## src/rtl/mod_updown_counter_if.sv

```systemverilog
// Control and status bundle for mod_updown_counter.
// The master drives the step/clear/load controls and the slave returns the count and its flags.
interface mod_updown_counter_if #(
  parameter int WIDTH = 8
);
  logic             clear;
  logic             load;
  logic [WIDTH-1:0] load_val;
  logic             enable;
  logic             up;
  logic [WIDTH-1:0] count;
  logic             at_max;
  logic             at_min;
  logic             ovf;

  modport master (
    output clear, load, load_val, enable, up,
    input  count, at_max, at_min, ovf
  );

  modport slave (
    input  clear, load, load_val, enable, up,
    output count, at_max, at_min, ovf
  );
endinterface

```

## src/rtl/mod_updown_counter.sv

```systemverilog
// Up/down counter with configurable width, modulus and wrap/saturate mode.
// It supports synchronous clear and load, and raises a registered flag on each boundary step.
module mod_updown_counter #(
  parameter int          WIDTH    = 8,
  parameter int unsigned MAX      = 2**WIDTH - 1,
  parameter bit          SATURATE = 1'b0
) (
  input  logic                clk,
  input  logic                reset,
  mod_updown_counter_if.slave bus
);

  localparam logic [WIDTH-1:0] MAX_V = WIDTH'(MAX);

  logic [WIDTH-1:0] count_q;
  logic [WIDTH-1:0] count_d;
  logic [WIDTH-1:0] load_clamped;
  logic             ovf_q;
  logic             ovf_d;
  logic             boundary;

  // At full-range modulus no load value can exceed MAX, so the clamp compare is dropped.
  generate
    if (MAX == (2**WIDTH) - 1) begin : g_no_clamp
      assign load_clamped = bus.load_val;
    end else begin : g_clamp
      assign load_clamped = (bus.load_val > MAX_V) ? MAX_V : bus.load_val;
    end
  endgenerate

  assign boundary = bus.enable & (bus.up ? (count_q == MAX_V) : (count_q == '0));

  always_comb begin
    // NOTE: defaults first so every path assigns both outputs and no latch is inferred.
    count_d = count_q;
    ovf_d   = 1'b0;
    if (bus.clear) begin
      count_d = '0;
    end else if (bus.load) begin
      count_d = load_clamped;
    end else if (bus.enable) begin
      if (boundary) begin
        ovf_d = 1'b1;
        if (!SATURATE) begin
          count_d = bus.up ? '0 : MAX_V;
        end
      end else begin
        count_d = bus.up ? count_q + WIDTH'(1) : count_q - WIDTH'(1);
      end
    end
  end

  // NOTE: non-blocking assignments for registered state avoid races between always_ff blocks.
  always_ff @(posedge clk or negedge reset) begin
    if (!reset) begin
      count_q <= '0;
      ovf_q   <= 1'b0;
    end else begin
      count_q <= count_d;
      ovf_q   <= ovf_d;
    end
  end

  assign bus.count  = count_q;
  assign bus.ovf    = ovf_q;
  assign bus.at_max = (count_q == MAX_V);
  assign bus.at_min = (count_q == '0);

endmodule
```

## src/flat_wrapper.sv

```systemverilog
// flat-port wrapper written by rule: the top's interface ports become plain ports
module mod_updown_counter_flat 
#(
  parameter int          WIDTH    = 8,
  parameter int unsigned MAX      = 2**WIDTH - 1,
  parameter bit          SATURATE = 1'b0
)
  (clk, reset, bus_clear, bus_load, bus_load_val, bus_enable, bus_up, bus_count, bus_at_max, bus_at_min, bus_ovf);
  mod_updown_counter_if #(.WIDTH(WIDTH)) bus_i ();
  input  logic clk;
  input  logic reset;
  input wire logic [$bits(bus_i.clear)-1:0] bus_clear;
  input wire logic [$bits(bus_i.load)-1:0] bus_load;
  input wire logic [$bits(bus_i.load_val)-1:0] bus_load_val;
  input wire logic [$bits(bus_i.enable)-1:0] bus_enable;
  input wire logic [$bits(bus_i.up)-1:0] bus_up;
  output wire logic [$bits(bus_i.count)-1:0] bus_count;
  output wire logic [$bits(bus_i.at_max)-1:0] bus_at_max;
  output wire logic [$bits(bus_i.at_min)-1:0] bus_at_min;
  output wire logic [$bits(bus_i.ovf)-1:0] bus_ovf;
  assign bus_i.clear = bus_clear;
  assign bus_i.load = bus_load;
  assign bus_i.load_val = bus_load_val;
  assign bus_i.enable = bus_enable;
  assign bus_i.up = bus_up;
  assign bus_count = bus_i.count;
  assign bus_at_max = bus_i.at_max;
  assign bus_at_min = bus_i.at_min;
  assign bus_ovf = bus_i.ovf;
  mod_updown_counter #(.WIDTH(WIDTH), .MAX(MAX), .SATURATE(SATURATE)) u_core (.clk(clk), .reset(reset), .bus(bus_i));
endmodule
```

## config.mk

```make
export PLATFORM = sky130hd
export DESIGN_NAME = mod_updown_counter_flat
export DESIGN_NICKNAME = d
export VERILOG_FILES = /design/src/rtl/mod_updown_counter_if.sv /design/src/rtl/mod_updown_counter.sv /design/src/flat_wrapper.sv
export SDC_FILE = /design/constraint.sdc
export NUM_CORES = 1
export LEC_CHECK = 0
export ABC_CLOCK_PERIOD_IN_PS = 2400
export CORE_UTILIZATION = 46
export DETAILED_ROUTE_END_ITERATION = 8
export PLACE_DENSITY_LB_ADDON = 0.3
export SYNTH_ARGS = -nofsm -noshare
export SYNTH_HDL_FRONTEND = slang
export SYNTH_SLANG_ARGS = --single-unit
```

## constraint.sdc

```tcl
create_clock -name clk -period 2.4 [get_ports clk]
set_input_delay 0.24 -clock clk [delete_from_list [all_inputs] [get_ports clk]]
set_output_delay 0.24 -clock clk [all_outputs]
set_load 0.02 [all_outputs]
```

; ---- Word level (Yosys, flattened, before mapping)
; Index checks and enable logic that the tools add are counted.
[word_totals]
regBits = 9
wordCells = 19
out_inout_bits = 11
input_bits = 14
[op_classes]
n_bitwise = 1
n_reduce_logical = 2
n_addsub = 2
n_mux = 11
n_eq_ne = 1
[ops]
columns = operator, count
row1 = $mux 8, 6
row2 = $add 8x1->8 const B, 1
row3 = $eq 8x8->1 const B, 1
row4 = $logic_not 8->1, 1
row5 = $sub 8x1->8 const B, 1
row6 = $mux 1, 5
row7 = $reduce_bool 3->1, 1
row8 = $and 1x1->1, 1

; ---- Logic depth before layout (Yosys ltp)
[logic_depth]
depth_word = 7
mapped_depth = 8
depth_no_buf = 7

; ---- Least setup slack after synthesis
; Ideal clock, no wire load.
[synth_timing]
kind = register to register
from = register u_core.count_q[3], in the netlist u_core.bus.count[3]
to = register u_core.count_q[5], in the netlist u_core.bus.count[5]
path_slack_ns = 0.368
n_path_buf = 1
arrival_ns = 1.938
period_less_slack_ns = 2.032
setup_time_ns = 0.094
required_time_ns = 2.306
path_stages_with_launch = 7
path_cell_list = dfrtp_1 ha_1 clkbuf_1 a31oi_1 or3b_2 a31o_1 a221oi_2
[synth_via]
elab_chain_cells = 7
elab_cells_between_ends = 11
classes_between = add/sub: 2 / eq/ne: 1 / mux: 6 / bitwise: 1 / reduce/logical: 1
[synth_rtl]
columns = element, line
row1 = "start, declared", mod_updown_counter.sv:15  ; logic [WIDTH-1:0] count_q;
row2 = "start signal, assigned", mod_updown_counter.sv:59  ; count_q <= count_d;
row3 = branches (longest 3 deep; another with $sub 8x1->8), --
row4 = $mux 8 *, mod_updown_counter.sv:42  ; if (boundary) begin
row5 = $mux 8 *, mod_updown_counter.sv:41  ; end else if (bus.enable) begin
row6 = $mux 8 *, mod_updown_counter.sv:39  ; end else if (bus.load) begin
row7 = $mux 8 *, mod_updown_counter.sv:37  ; if (bus.clear) begin
; Every way passes the cells marked *. The select of a mux whose other input is x is not followed.
; A chain may end at the register's enable or synchronous reset.

; ---- Worst setup path after layout
[layout_timing]
from = register u_core.count_q[4], in the netlist u_core.bus.count[4]
to = output bus_at_min
[layout_via]
elab_chain_cells = 1
[layout_rtl]
columns = element, line
row1 = $logic_not 8->1, mod_updown_counter.sv:67  ; assign bus.at_min = (count_q == '0);
row2 = "end, declared", flat_wrapper.sv:19  ; output wire logic [$bits(bus_i.at_min)-1:0] bus_at_min;
; Every way passes these cells.

==> flow_metrics.env <==
export IMPL_portBuffers=24
export IMPL_clockBufferDepth=2
export IMPL_synth_compound_gate_area_share_pct=34.31
export IMPL_syn_avg_cell_area_um2=8.571
export IMPL_dp_slack_ps=2.855
export IMPL_synth_mux_area_share_pct=0
export IMPL_drt_initial_drc_count=19
export IMPL_cts_made_buffers=3
export IMPL_r2r_cells=7
export IMPL_yosys_warnings=0
export IMPL_reg2reg_to="u_core.bus.count[6]"
export IMPL_drt_vias_per_instance=5.968
export IMPL_ys_ff_latch=9
export IMPL_synth_xor_area_share_pct=3.066
export IMPL_path_cells="or4_4 > nor2_1 > clkdlybuf4s50_1"
export IMPL_grt_pass1_vias=843
export IMPL_peakVddDrop_uv=291.6
export IMPL_fin_nets=152
export IMPL_multi_input_area_um2=585.6
export IMPL_clkSinkCount=9
export IMPL_antenna_left=0
export IMPL_clkPwrFrac_pct=21.9
export IMPL_endpoint_kind="output port"
export IMPL_clock_skew_ps=3.803
export IMPL_rows=15
export IMPL_worstSkewPairLatency_ps=270
export IMPL_reg2reg_setup_slack_ps=360
export IMPL_post_route_drc_count=0
export IMPL_start_util_pct=49.10
export IMPL_swShare_pct=36.47
export IMPL_synthSimpleGateAreaFrac_pct=19.85
export IMPL_fin_crit_sh_pct=92.79
export IMPL_finalHoldViolCount=0
export IMPL_rsz0062_at_grt="false"
export IMPL_cts_tree="done"
export IMPL_slew_violations=0
export IMPL_p_per_area_nw_per_um2=472.0
export IMPL_overflow=0
export IMPL_crit_type="flop to output port"
export IMPL_yosysSeqAreaShare_pct=26.28
export IMPL_power_switching_uw=204.4
export IMPL_post_cts_buffers=0
export IMPL_max_stage_delay_ps=600
export IMPL_syn_num_nets=121
export IMPL_fp_coreArea_um2=1745
export IMPL_slew_headroom_pct=68.25
export IMPL_cp_arrival_ps=1990
export IMPL_area_growth_pct=38.54
export IMPL_required_ps=2160
export IMPL_p_seq_share_pct=32.4
export IMPL_first_pass_iters=4
export IMPL_most_common_layout_cells="24 x clkdlybuf4s50_1, 12 x a21oi_1, 9 x dfrtp_1"
export IMPL_fill_cells=146
export IMPL_synth_cell_type_count=39
export IMPL_cp_max_fo=5
export IMPL_io_pins=25
export IMPL_clockRootBuffer="clkbuf_4"
export IMPL_synth_top_family_by_area="compound AO/OA/AOI/OAI gates"
export IMPL_final_seq_area_um2=225.2
export IMPL_drive_gt1_share_pct=12.31
export IMPL_wire_per_inst_um=14.61
export IMPL_hpwl_mm=1.690
export IMPL_drv_cap=0
export IMPL_r2r_start="u_core.bus.count[0]"
export IMPL_min_period_ps=2227
export IMPL_synth_cells=100
export IMPL_p_int_uw=356.0
export IMPL_whs_ps=292.1
export IMPL_clk_pin_slew_worst_paths_ps=70
export IMPL_synthAdderAreaFrac_pct=11.09
export IMPL_die_h_um=45.17
export IMPL_combPwrFrac_pct=45.7
export IMPL_mostFrequentLayoutCell="clkdlybuf4s50_1"
export IMPL_max_freq_ghz=0.4490
export IMPL_syn_area_um2=857.1
export IMPL_postCtsHoldBufs=0
export IMPL_finalPower_uw=560.4
export IMPL_tightest_slew_ps=474.8
export IMPL_place_area_um2=1161
export IMPL_critPathLaunchType="flop"
export IMPL_hold_path_class="primary input to asynchronous set/reset pin"
export IMPL_p_leak_nw=0.5076
export IMPL_grt_total_usage_pct=25.06
export IMPL_grt_start_max_net_pins=13
export IMPL_fin_setup_tns_ps=0
export IMPL_cts_resized=0
export IMPL_stdcell_area_um2=1187
export IMPL_design_die_area_um2=2040
export IMPL_die_x_um=45.17
export IMPL_diodes=0
export IMPL_place_congestion=0.8611
export IMPL_setup_viol=0
export IMPL_grt_antenna_before_repair=0
export IMPL_status="complete, no violations"
export IMPL_htree_levels=1
export IMPL_vias=925
export IMPL_grt_pass1_wl_mm=3.719
export IMPL_drt_wl_total_mm=2.265
export IMPL_fin_ws_ps=173.0
export IMPL_slowest_stage="clkdlybuf4s50_1"
==> per-layer routing <==
metal	share of wire [%]	vias up	track usage (%)
li1	-	445	-
met1	44	430	31.71
met2	47	41	41.45
met3	6.3	9	6.400
met4	2.3	0	7.879
met5	0	-	0
==> state kept, by name (all words and copies together) (netlist names) <==
| name | cells |
|---|---|
| u_core.bus.count | 8 |
| u_core.bus.ovf | 1 |
==> kinds of logic (layout without fill, tap and decap cells) <==
kind of cell,count (synthesis),in the layout
xor gates and xnor gates,3,3
AOI/OAI and AO/OA,40,40
adders and majority gates,7,7
and+or+nand+nor,29,29
buffers and inverters,12,42
DFF,9,9
==> final cells by class <==
type | instances | share of cell area, %
sequential | 9 | 18.97
clock buffer | 4 | 2.213
tap | 25 | 2.634
inverter | 7 | 2.213
multi-input combinational | 79 | 49.32
timing repair buffer | 31 | 24.66
==> per-stage QoR <==
stage          std cells  utilization (%)
3_5_place_dp         151            66.52
5_1_grt              155            68.03
6_report             155            68.03
2_1_floorplan        100                -
3_3_place_gp         151            66.52
4_1_cts              155            68.03
==> worst max path at each step <==
| stage | from | endpoint | slack [ps] | cells past startpoint |
|---|---|---|---|---|
| after floorplan | u_core.bus.count[3] | u_core.bus.count[5] | 370 | 6 |
| after global placement | bus_up | u_core.bus.count[5] | 50 | 8 |
| after detailed placement | bus_up | u_core.bus.count[5] | 3 | 8 |
| after CTS | u_core.bus.count[4] | bus_at_min | 160 | 3 |
| after global routing | u_core.bus.count[4] | bus_at_min | 100 | 3 |
| final | u_core.bus.count[4] | bus_at_min | 170 | 3 |
==> critical path, delay by kind of cell (launching register included) <==
kind | cells | cell delay, ps
buf+inv | 1 | 600
flops | 1 | 430
simple gates | 2 | 690
==> power by group through the flow <==
stage	sequential (mW)	combinational, mW	clock [mW]
final	0.182	0.256	0.123
after global routing	0.184	0.280	0.132
after CTS	0.181	0.255	0.128
after detailed placement	0.184	0.254	0
after global placement	0.184	0.248	0
after floorplan	0.196	0.143	0
==> synth_stat cells <==
cell,number,share of area [%]
a211o_1,1,1.0
a21o_1,2,1.8
a21oi_1,12,7.0
a221o_1,1,1.2
a221oi_2,1,1.8
a311oi_1,3,3.1
a31o_1,1,1.0
a31oi_1,2,1.5
and3_1,1,0.73
buf_1,1,0.44
buf_2,1,0.58
clkbuf_1,3,1.3
dfrtp_1,9,26
fa_1,1,2.3
ha_1,6,8.8
inv_1,7,3.1
nand2_1,4,1.8
nand2b_1,1,0.73
nand3_1,1,0.58
nand4_1,2,1.5
nor2_1,3,1.3
nor2b_1,2,1.5
nor3_1,7,4.1
nor3_2,1,1.2
nor3b_1,3,2.6
nor4_1,1,0.73
o211a_1,1,1.2
o21a_1,3,2.6
o21ai_0,4,2.3
o21ai_2,1,1.0
o2bb2ai_1,5,5.1
o31a_1,1,1.0
o31ai_1,1,0.88
o41ai_2,1,1.9
or3b_2,1,1.0
or4_1,1,0.88
or4_4,1,1.3
xnor2_1,1,1.0
xor2_1,2,2.0
Note: power is estimated with default switching activity, not from simulation.
